File: src/rtl/atm_pkg.sv
// rtl/atm_pkg.sv - shared state encoding, transaction type codes and digit type for the ATM controller
package atm_pkg;

  typedef enum logic [2:0] {
    ESPERA_TARJETA,
    INGRESO_PIN,
    VERIFICAR,
    ESPERA_MONTO,
    DEPOSITO,
    RETIRO,
    FIN,
    BLOQUEO
  } estado_t;

  localparam logic TIPO_DEPOSITO = 1'b0;
  localparam logic TIPO_RETIRO   = 1'b1;

  typedef logic [3:0] digito_t;

endpackage

File: src/rtl/atm_pin_collector.sv
// rtl/atm_pin_collector.sv - PIN shift register and digit counter with registered done/match flags
module atm_pin_collector
  import atm_pkg::*;
#(
  parameter int PIN_DIGITS = 4,
  parameter logic [PIN_DIGITS*4-1:0] PIN_CORRECTO = 16'h7987
) (
  input  logic       clk,
  input  logic       rst,
  input  logic       clear,
  input  logic       shift_en,
  input  logic [3:0] digito,
  output logic       done,
  output logic       match
);

  localparam int PW = PIN_DIGITS * 4;
  localparam logic [3:0] N_DIG = 4'(PIN_DIGITS);

  logic [PW-1:0] pin_q, pin_d;
  logic [3:0]    cnt_q, cnt_d;
  logic          done_q, done_d;
  logic          match_q, match_d;
  digito_t       dig;

  assign dig = digito;

  always_comb begin
    pin_d   = pin_q;
    cnt_d   = cnt_q;
    done_d  = done_q;
    match_d = match_q;
    if (clear) begin
      pin_d   = '0;
      cnt_d   = '0;
      done_d  = 1'b0;
      match_d = 1'b0;
    end else if (shift_en && !done_q) begin
      // Digits past the last one are dropped until the FSM consumes the result
      pin_d   = (pin_q << 4) | PW'(dig);
      cnt_d   = cnt_q + 4'd1;
      done_d  = (cnt_d == N_DIG);
      match_d = (pin_d == PIN_CORRECTO);
    end
  end

  always_ff @(posedge clk or posedge rst) begin
    if (rst) begin
      pin_q   <= '0;
      cnt_q   <= '0;
      done_q  <= 1'b0;
      match_q <= 1'b0;
    end else begin
      pin_q   <= pin_d;
      cnt_q   <= cnt_d;
      done_q  <= done_d;
      match_q <= match_d;
    end
  end

  assign done  = done_q;
  assign match = match_q;

endmodule

File: src/rtl/atm_controller_multi.sv
// rtl/atm_controller_multi.sv - ATM control FSM with PIN check, lockout and saturating balance
// Optional inactivity timeout in INGRESO_PIN/ESPERA_MONTO enabled by defining ATM_TIMEOUT_EN.
module atm_controller_multi
  import atm_pkg::*;
#(
  parameter int PIN_DIGITS = 4,
  parameter int MONTO_W = 32,
  parameter int BAL_W = 64,
  parameter int MAX_INTENTOS = 3,
  parameter logic [PIN_DIGITS*4-1:0] PIN_CORRECTO = 16'h7987,
  parameter logic [BAL_W-1:0] BAL_INICIAL = 64'd50000,
  parameter int TIMEOUT_CICLOS = 1000
) (
  input  logic               clk,
  input  logic               rst,
  input  logic               tarjeta_recibida,
  input  logic               tipo_trans,
  input  logic               digito_stb,
  input  logic [3:0]         digito,
  input  logic               monto_stb,
  input  logic [MONTO_W-1:0] monto,
  output logic [BAL_W-1:0]   balance,
  output logic               balance_actualizado,
  output logic               entregar_dinero,
  output logic               pin_incorrecto,
  output logic               advertencia,
  output logic               bloqueo,
  output logic               fondos_insuficientes
);

  localparam int SW = BAL_W + 1;
  localparam logic [7:0] INT_MAX   = 8'(MAX_INTENTOS);
  localparam logic [7:0] INT_AVISO = 8'(MAX_INTENTOS - 1);

  estado_t            state_q, state_d;
  logic [BAL_W-1:0]   bal_q, bal_d;
  logic [MONTO_W-1:0] monto_q, monto_d;
  logic [7:0]         intentos_q, intentos_d, intentos_inc;
  logic               adv_q, adv_d, blq_q, blq_d;
  logic               bal_act_q, bal_act_d, entregar_q, entregar_d;
  logic               pin_inc_q, pin_inc_d, fondos_q, fondos_d;
  logic               pin_clear, pin_shift, pin_done, pin_match;
  logic [BAL_W-1:0]   monto_ext;
  logic [BAL_W:0]     suma;

  assign pin_clear = (state_q != INGRESO_PIN);
  assign pin_shift = (state_q == INGRESO_PIN) && tarjeta_recibida && digito_stb;

  atm_pin_collector #(
    .PIN_DIGITS  (PIN_DIGITS),
    .PIN_CORRECTO(PIN_CORRECTO)
  ) u_pin (
    .clk     (clk),
    .rst     (rst),
    .clear   (pin_clear),
    .shift_en(pin_shift),
    .digito  (digito),
    .done    (pin_done),
    .match   (pin_match)
  );

  assign monto_ext    = BAL_W'(monto_q);
  assign suma         = SW'(bal_q) + SW'(monto_ext);
  assign intentos_inc = intentos_q + 8'd1;

`ifdef ATM_TIMEOUT_EN
  localparam logic [31:0] TMO_N = 32'(TIMEOUT_CICLOS);
  logic [31:0] tmo_q, tmo_d;
`else
  logic unused_timeout;
  assign unused_timeout = (TIMEOUT_CICLOS != 0);
`endif

  always_comb begin
    state_d    = state_q;
    bal_d      = bal_q;
    monto_d    = monto_q;
    intentos_d = intentos_q;
    adv_d      = adv_q;
    blq_d      = blq_q;
    bal_act_d  = 1'b0;
    entregar_d = 1'b0;
    pin_inc_d  = 1'b0;
    fondos_d   = 1'b0;
    case (state_q)
      ESPERA_TARJETA: if (tarjeta_recibida) state_d = INGRESO_PIN;
      INGRESO_PIN: begin
        if (!tarjeta_recibida) state_d = ESPERA_TARJETA;
        else if (pin_done)     state_d = VERIFICAR;
      end
      VERIFICAR: begin
        if (!tarjeta_recibida) begin
          state_d = ESPERA_TARJETA;
        end else if (pin_match) begin
          intentos_d = '0;
          adv_d      = 1'b0;
          state_d    = ESPERA_MONTO;
        end else begin
          pin_inc_d  = 1'b1;
          intentos_d = intentos_inc;
          if (intentos_inc == INT_MAX) begin
            blq_d   = 1'b1;
            state_d = BLOQUEO;
          end else begin
            if (intentos_inc == INT_AVISO) adv_d = 1'b1;
            state_d = INGRESO_PIN;
          end
        end
      end
      ESPERA_MONTO: begin
        if (!tarjeta_recibida) begin
          state_d = ESPERA_TARJETA;
        end else if (monto_stb) begin
          monto_d = monto;
          state_d = (tipo_trans == TIPO_RETIRO) ? RETIRO : DEPOSITO;
        end
      end
      DEPOSITO: begin
        bal_d     = suma[BAL_W] ? '1 : suma[BAL_W-1:0];
        bal_act_d = 1'b1;
        state_d   = FIN;
      end
      RETIRO: begin
        if (monto_ext > bal_q) begin
          fondos_d = 1'b1;
        end else begin
          bal_d      = bal_q - monto_ext;
          bal_act_d  = 1'b1;
          entregar_d = 1'b1;
        end
        state_d = FIN;
      end
      FIN:     if (!tarjeta_recibida) state_d = ESPERA_TARJETA;
      BLOQUEO: blq_d = 1'b1;
      default: state_d = ESPERA_TARJETA;
    endcase
`ifdef ATM_TIMEOUT_EN
    if ((state_q == INGRESO_PIN || state_q == ESPERA_MONTO) && tarjeta_recibida &&
        !digito_stb && !monto_stb && (tmo_q == TMO_N))
      state_d = FIN;
    tmo_d = tmo_q;
    if ((state_d != state_q) || digito_stb || monto_stb) tmo_d = '0;
    else if (tmo_q != TMO_N)                             tmo_d = tmo_q + 32'd1;
`endif
  end

  always_ff @(posedge clk or posedge rst) begin
    if (rst) begin
      state_q    <= ESPERA_TARJETA;
      bal_q      <= BAL_INICIAL;
      monto_q    <= '0;
      intentos_q <= '0;
      adv_q      <= 1'b0;
      blq_q      <= 1'b0;
      bal_act_q  <= 1'b0;
      entregar_q <= 1'b0;
      pin_inc_q  <= 1'b0;
      fondos_q   <= 1'b0;
`ifdef ATM_TIMEOUT_EN
      tmo_q      <= '0;
`endif
    end else begin
      state_q    <= state_d;
      bal_q      <= bal_d;
      monto_q    <= monto_d;
      intentos_q <= intentos_d;
      adv_q      <= adv_d;
      blq_q      <= blq_d;
      bal_act_q  <= bal_act_d;
      entregar_q <= entregar_d;
      pin_inc_q  <= pin_inc_d;
      fondos_q   <= fondos_d;
`ifdef ATM_TIMEOUT_EN
      tmo_q      <= tmo_d;
`endif
    end
  end

  assign balance              = bal_q;
  assign balance_actualizado  = bal_act_q;
  assign entregar_dinero      = entregar_q;
  assign pin_incorrecto       = pin_inc_q;
  assign advertencia          = adv_q;
  assign bloqueo              = blq_q;
  assign fondos_insuficientes = fondos_q;

endmodule

File: config.mk
export PLATFORM = sky130hd
export DESIGN_NAME = atm_controller_multi
export DESIGN_NICKNAME = d
export VERILOG_FILES = /design/src/rtl/atm_pkg.sv /design/src/rtl/atm_pin_collector.sv /design/src/rtl/atm_controller_multi.sv
export SDC_FILE = /design/constraint.sdc
export NUM_CORES = 1
export LEC_CHECK = 0
export BUFFER_PORTS_ARGS = -buffer_cell sky130_fd_sc_hd__buf_2
export CAP_MARGIN = 20
export CELL_PAD_IN_SITES_DETAIL_PLACEMENT = 1
export CELL_PAD_IN_SITES_GLOBAL_PLACEMENT = 1
export CORE_ASPECT_RATIO = 0.5
export CORE_MARGIN = 2
export CORE_UTILIZATION = 49
export DETAILED_ROUTE_END_ITERATION = 12
export PLACE_DENSITY_LB_ADDON = 0.1
export REMOVE_ABC_BUFFERS = 1
export SLEW_MARGIN = 20
export SYNTH_ARGS = -nofsm -noshare
export SYNTH_HDL_FRONTEND = slang
export SYNTH_HIERARCHICAL = 1
export SYNTH_SLANG_ARGS = --single-unit
File: constraint.sdc
create_clock -name clk -period 9.5 [get_ports clk]
set_input_delay 0.475 -clock clk [delete_from_list [all_inputs] [get_ports clk]]
set_output_delay 0.475 -clock clk [all_outputs]
set_load 0.02 [all_outputs]
Word level (Yosys, flattened, before mapping)
Cells that the tools add are included.
{ "totals": {"regBits": 131, "out_inout_bits": 70} }
{ "classes": {"add_sub_neg": 4, "magnitude_cmp": 1, "eq_ne": 21, "muxes": 38, "n_bitwise": 1, "n_reduce_logical": 17} }
{ "op_table": {"columns": ["cell", "count"], "rows": [
  ["2-to-1 mux 64 bit", 2],
  ["one-hot mux 64 bit (2 select lines)", 1],
  ["adder 64 x 32 -> 65 bit", 1],
  ["> comparator 32 x 64 -> 1 bit", 1],
  ["subtractor 64 x 32 -> 64 bit", 1],
  ["2-to-1 mux 3 bit", 9],
  ["2-to-1 mux 12 bit", 2],
  ["2-to-1 mux 1 bit", 18],
  ["one-hot mux 3 bit (6 select lines)", 1],
  ["equality test 16 x 15 -> 1 bit, second input constant", 1],
  ["equality test 8 x 2 -> 1 bit, second input constant", 2],
  ["bitwise OR 16 x 4 -> 16 bit", 1],
  ["equality test 3 bit, second input constant", 4],
  ["inequality test 2 bit, second input constant", 6],
  ["adder 8 x 1 -> 8 bit, second input constant", 1],
  ["2-to-1 mux 4 bit", 2],
  ["2-to-1 mux 8 bit", 1],
  ["AND reduction 4 bit", 2],
  ["nonzero test 2 bit", 4],
  ["equality test 3 x 2 -> 1 bit, second input constant", 2],
  ["nonzero test 6 bit", 1],
  ["AND reduction 5 bit", 1],
  ["adder 4 x 1 -> 4 bit, second input constant", 1],
  ["equality test 4 x 3 -> 1 bit, second input constant", 1],
  ["12 further kinds", 16]
]} }

Depth between registers and ports, before layout
{ "depth": {"word_depth": 6, "depth_mapped": 16} }

By module
The synthesis kept the hierarchy.
{ "by_module_without_submodules": {"columns": ["mod", "n_inst", "cells_each", "area_per_inst_um2", "seq_area_each_um2"], "rows": [
  ["atm_controller_multi", 1, 1263, 9897.0, 2835.2],
  ["atm_pin_collector", 1, 85, 805.8, 450.4]
]} }

Worst setup path before layout
No wires, ideal clock.
{ "synth_path": {"path_kind": "register to register", "startpoint": "register bal_q[0], in the netlist balance[0]", "endpoint": "register bal_q[41], in the netlist balance[41]", "arrival_time_ns": 3.209, "required_ns": 9.375, "slack_ns": 6.166, "path_stages_with_launch": 15, "period_less_slack_ns": 3.334, "cell_sequence": "dfrtp_1 inv_1 ha_1 inv_1 fa_1 a21o_1 a221oi_4 a211oi_2 nor4_4 nor3_4 o311ai_4 inv_2 buf_2 o21ai_1 mux2_2"} }
{ "synth_via": {"elab_chain_len": 3, "elab_cells_between_ends": 8, "classes_between": "add/sub: 2; order compare: 1; eq/ne: 1; mux: 3; reduce/logical: 1"} }
{ "synth_rtl": {"columns": ["element", "line_no", "source"], "rows": [
  ["start, declared", "atm_controller_multi.sv:36", "logic [BAL_W-1:0] bal_q, bal_d;"],
  ["start signal, assigned", "atm_controller_multi.sv:164", "bal_q <= bal_d;"],
  ["subtractor 64 x 32 -> 64 bit (tied with other cells)", "atm_controller_multi.sv:127", "bal_d = bal_q - monto_ext;"],
  ["2-to-1 mux 64 bit (tied with other cells)", "atm_controller_multi.sv:124", "if (monto_ext > bal_q) begin"],
  ["one-hot mux 64 bit (2 select lines) or AND reduction 2 bit (tied branches)", null, null]
]} }
Several ways; a longest one is shown, not always the timed one. The select of a mux whose other input is x is not followed.
A chain may end at the register's enable or synchronous reset.

Final worst setup path
{ "layout_path": {"startpoint": "register bal_q[0], in the netlist balance[0]", "endpoint": "register bal_q[57], in the netlist balance[57]"} }
Same word-level chain as after synthesis.

==> results_dict.tcl <==
set metrics [dict create \
    p_leak_nw 5.20 \
    grt_max_degree 68 \
    ys_seq_area_share_pct 30.7 \
    drv_slew 0 \
    drtAntennaViolNets 0 \
    drt_wl_total_mm 38.4 \
    ys_types 82 \
    cts.sinks 131 \
    worstPathArrival_ns 5.22 \
    switching_share_pct 53.9 \
    synth-edff-count 0 \
    drt-initial-drc-count 844 \
    switchingPower_mw 2.77 \
    hold_viol_final 0 \
    clockPowerShare_pct 13.6 \
    fin_worst_skew_ns 0.00988 \
    cts_resized 0 \
    post_drt_via_cell_ratio 6.35 \
    die_height_um 109 \
    grt_pass1_vias 10900 \
    start_util_pct 49.7 \
    period_needed_ns 4.89 \
    dpl-instance-area_mm2 0.0114 \
    yosysWarnings 6 \
    rows 38 \
    cts_buffer_depth 2 \
    core-area_mm2 0.0215 \
    area_delta_synth_final_pct 12.0 \
    holdBufCountCts 0 \
    seq_power_share_pct 20.4 \
    gr-total-overflow 0 \
    synthesis.area_mm2 0.0107 \
    power_density_mw_per_mm2 429 \
    cp_max_fo 67 \
    fin_area_mm2 0.0120 \
    h-tree-depth 4 \
    finalSetupViolations 0 \
    status "completed" \
    die_area_mm2 0.0231 \
    die_x_um 213 \
    grt.total_usage_pct 34.0 \
    comb_power_share_pct 66.1 \
    avgRoutedWirePerCell_um 22.3 \
    yosysTopAreaCell "dfrtp_1" \
    nFillCells 2707 \
    drive_above_1_share_pct 15.7 \
    reg2regPathDepth 14 \
    antenna_found_initial 0 \
    grt_pass1_wl_mm 60.4 \
    worst_slew_pin_slew_ns 1.17 \
    syn-mean-instance-area_um2 7.94 \
    cp-start-kind "flop" \
    timing.final.ws_setup_ns 4.61 \
    clkLatencyLatePin_ns 0.45 \
    rsz0062_at_grt "no" \
    place.gp.congestion 0.942 \
    synth_most_common_cell "nand2_1" \
    preCtsSetupSlack_ns 4.76 \
    nNetsFinal 1521 \
    synth_flop_cell "dfrtp_1" \
    drc 0 \
    fmax_mhz 204 \
    numCtsBuffers 17 \
    placed_cells 1690 \
    portBuffers 111 \
    finalCritPeriodShare_pct 51.5 \
    via_count 10900 \
    cts_tree "done" \
    intPower_mw 2.37 \
    hpwl_mm 27.8 \
    cts.clk_slew.worst_paths_ns 0.06 \
    synth_area_leaders "dfrtp_1, ha_1, a21oi_1" \
    async_reset_ff_share_pct 100 \
    yosys_register_bits 131 \
    ys_top_cells_by_count "nand2_1, nor2_1, dfrtp_1, a21oi_1, inv_1" \
    synthCells 1348 \
    stdcell_count 1722 \
    antenna_cells 0 \
    relSlewSlack_pct 21.5 \
    io_pins 112 \
    utilization_pct 55.7 \
    synth_top_area_share_pct 29.2 \
    cp.required_ns 9.83 \
    setup_tns_ns 0 \
    maxCapViolCount 0 \
    vdd_drop_max_mv 0.151 \
    cts_root_buffer "clkbuf_16" \
    drtPass1Iterations 5 \
    crit_type "flop to flop" \
    min_path_type "primary input to async pin" \
    cp-end-kind "flop" \
    cts_setup_buffers 0 \
]
final timing paths:
| check | start | to | slack (ns) |
|---|---|---|---|
| min in group clk | monto[4] | monto_q[4]$_DFFE_PP0P_ | 0.25 |
| worst min-delay path | rst | monto_q[12]$_DFFE_PP0P_ | 0.13 |
| worst max register to register | balance[0]$_DFFE_PP0P_ | balance[57]$_DFFE_PP0P_ | 4.61 |
| max in group asynchronous | rst | balance[47]$_DFFE_PP0P_ | 7.99 |
| worst max-delay path | balance[0]$_DFFE_PP0P_ | balance[57]$_DFFE_PP0P_ | 4.61 |
| worst min register to register | bloqueo$_DFFE_PP0P_ | bloqueo$_DFFE_PP0P_ | 0.48 |
stage by stage:
stage | total power [mW] | hold slack, ns
6_report | 5.14 | 0.130
5_1_grt | 5.50 | 0.168
4_1_cts | 5.09 | 0.155
3_5_place_dp | 4.34 | 0.474
3_3_place_gp | 4.21 | 0.450
2_1_floorplan | 3.31 | 0.414
kinds of logic (layout without fill, tap and decap cells):
kind of cell / Yosys count / after routing / share of synthesized area, %
flops: 131 / 131 / 30.7
fa+ha+maj: 70 / 70 / 8.32
simple gates: 514 / 514 / 23.6
compound gates: 395 / 395 / 24.0
xor+xnor: 28 / 28 / 2.29
buf+inv: 160 / 234 / 5.86
mux: 50 / 50 / 5.21
per-layer routing:
| metal | part of all wire [%] | vias up | GRT usage (%) |
|---|---|---|---|
| li1 | - | 5021 | - |
| met1 | 45 | 5511 | 45.2 |
| met2 | 47 | 325 | 56.4 |
| met3 | 5.6 | 71 | 6.04 |
| met4 | 2.4 | 0 | 11.2 |
| met5 | 0 | - | 0 |
flip-flops by register name (all words and copies together) (netlist names):
name / count
u_pin/pin_q: 12
u_pin/match: 1
state_q: 3
advertencia: 1
balance_actualizado: 1
monto_q: 32
u_pin/cnt_q: 4
fondos_insuficientes: 1
bloqueo: 1
u_pin/done: 1
balance: 64
entregar_dinero: 1
intentos_q: 8
pin_incorrecto: 1
area by class of cell:
| class | count | area (um^2) | area share, % |
|---|---|---|---|
| clock buffer | 28 | 507 | 4.23 |
| clock inverter | 4 | 95.1 | 0.793 |
| inverter | 82 | 310 | 2.59 |
| multi-input combinational | 1057 | 6790 | 56.7 |
| sequential | 131 | 3290 | 27.4 |
| tap | 300 | 375 | 3.13 |
| timing repair buffer | 120 | 623 | 5.20 |
critical path, stage by stage, from the launching register on:
cell and delay, ns:
dfrtp_1 0.41, inv_1 0.07, ha_1 0.16, inv_1 0.06, fa_1 0.43, a21o_1 0.24, a221oi_4 0.39, a211oi_2 0.15
nor4_4 0.37, nor3_4 0.15, o311ai_4 0.86, inv_2 0.35, buf_4 0.41, o21ai_1 0.24, mux2_2 0.36
placed cells by master, fill, tap and decap left out, types with 7 or more instances in the layout:
cell type / instances
a21o_1: 23
or2_2: 10
nand4_1: 22
buf_4: 9
mux2_2: 41
nor2b_1: 18
nor3_1: 47
or3_1: 7
o21bai_1: 8
xnor2_1: 20
a21oi_1: 117
buf_2: 111
clkbuf_1: 7
a211oi_1: 14
ha_1: 68
o21ai_1: 16
inv_1: 80
xor2_1: 8
a31oi_1: 36
nand3_1: 46
o21ai_0: 71
and3_1: 17
o211ai_1: 14
nand2b_1: 16
nor4_1: 27
nor2_1: 128
o31ai_1: 15
nand2_1: 136
clkbuf_16: 17
dfrtp_1: 125
power by group through the flow:
stage	combinational [mW]	clock, mW	sequential (mW)
2_1_floorplan	2.20	0	1.11
3_3_place_gp	3.19	0	1.02
3_5_place_dp	3.30	0	1.04
4_1_cts	3.34	0.706	1.04
5_1_grt	3.70	0.728	1.08
6_report	3.40	0.698	1.05
(Power assumes the default switching activity.)
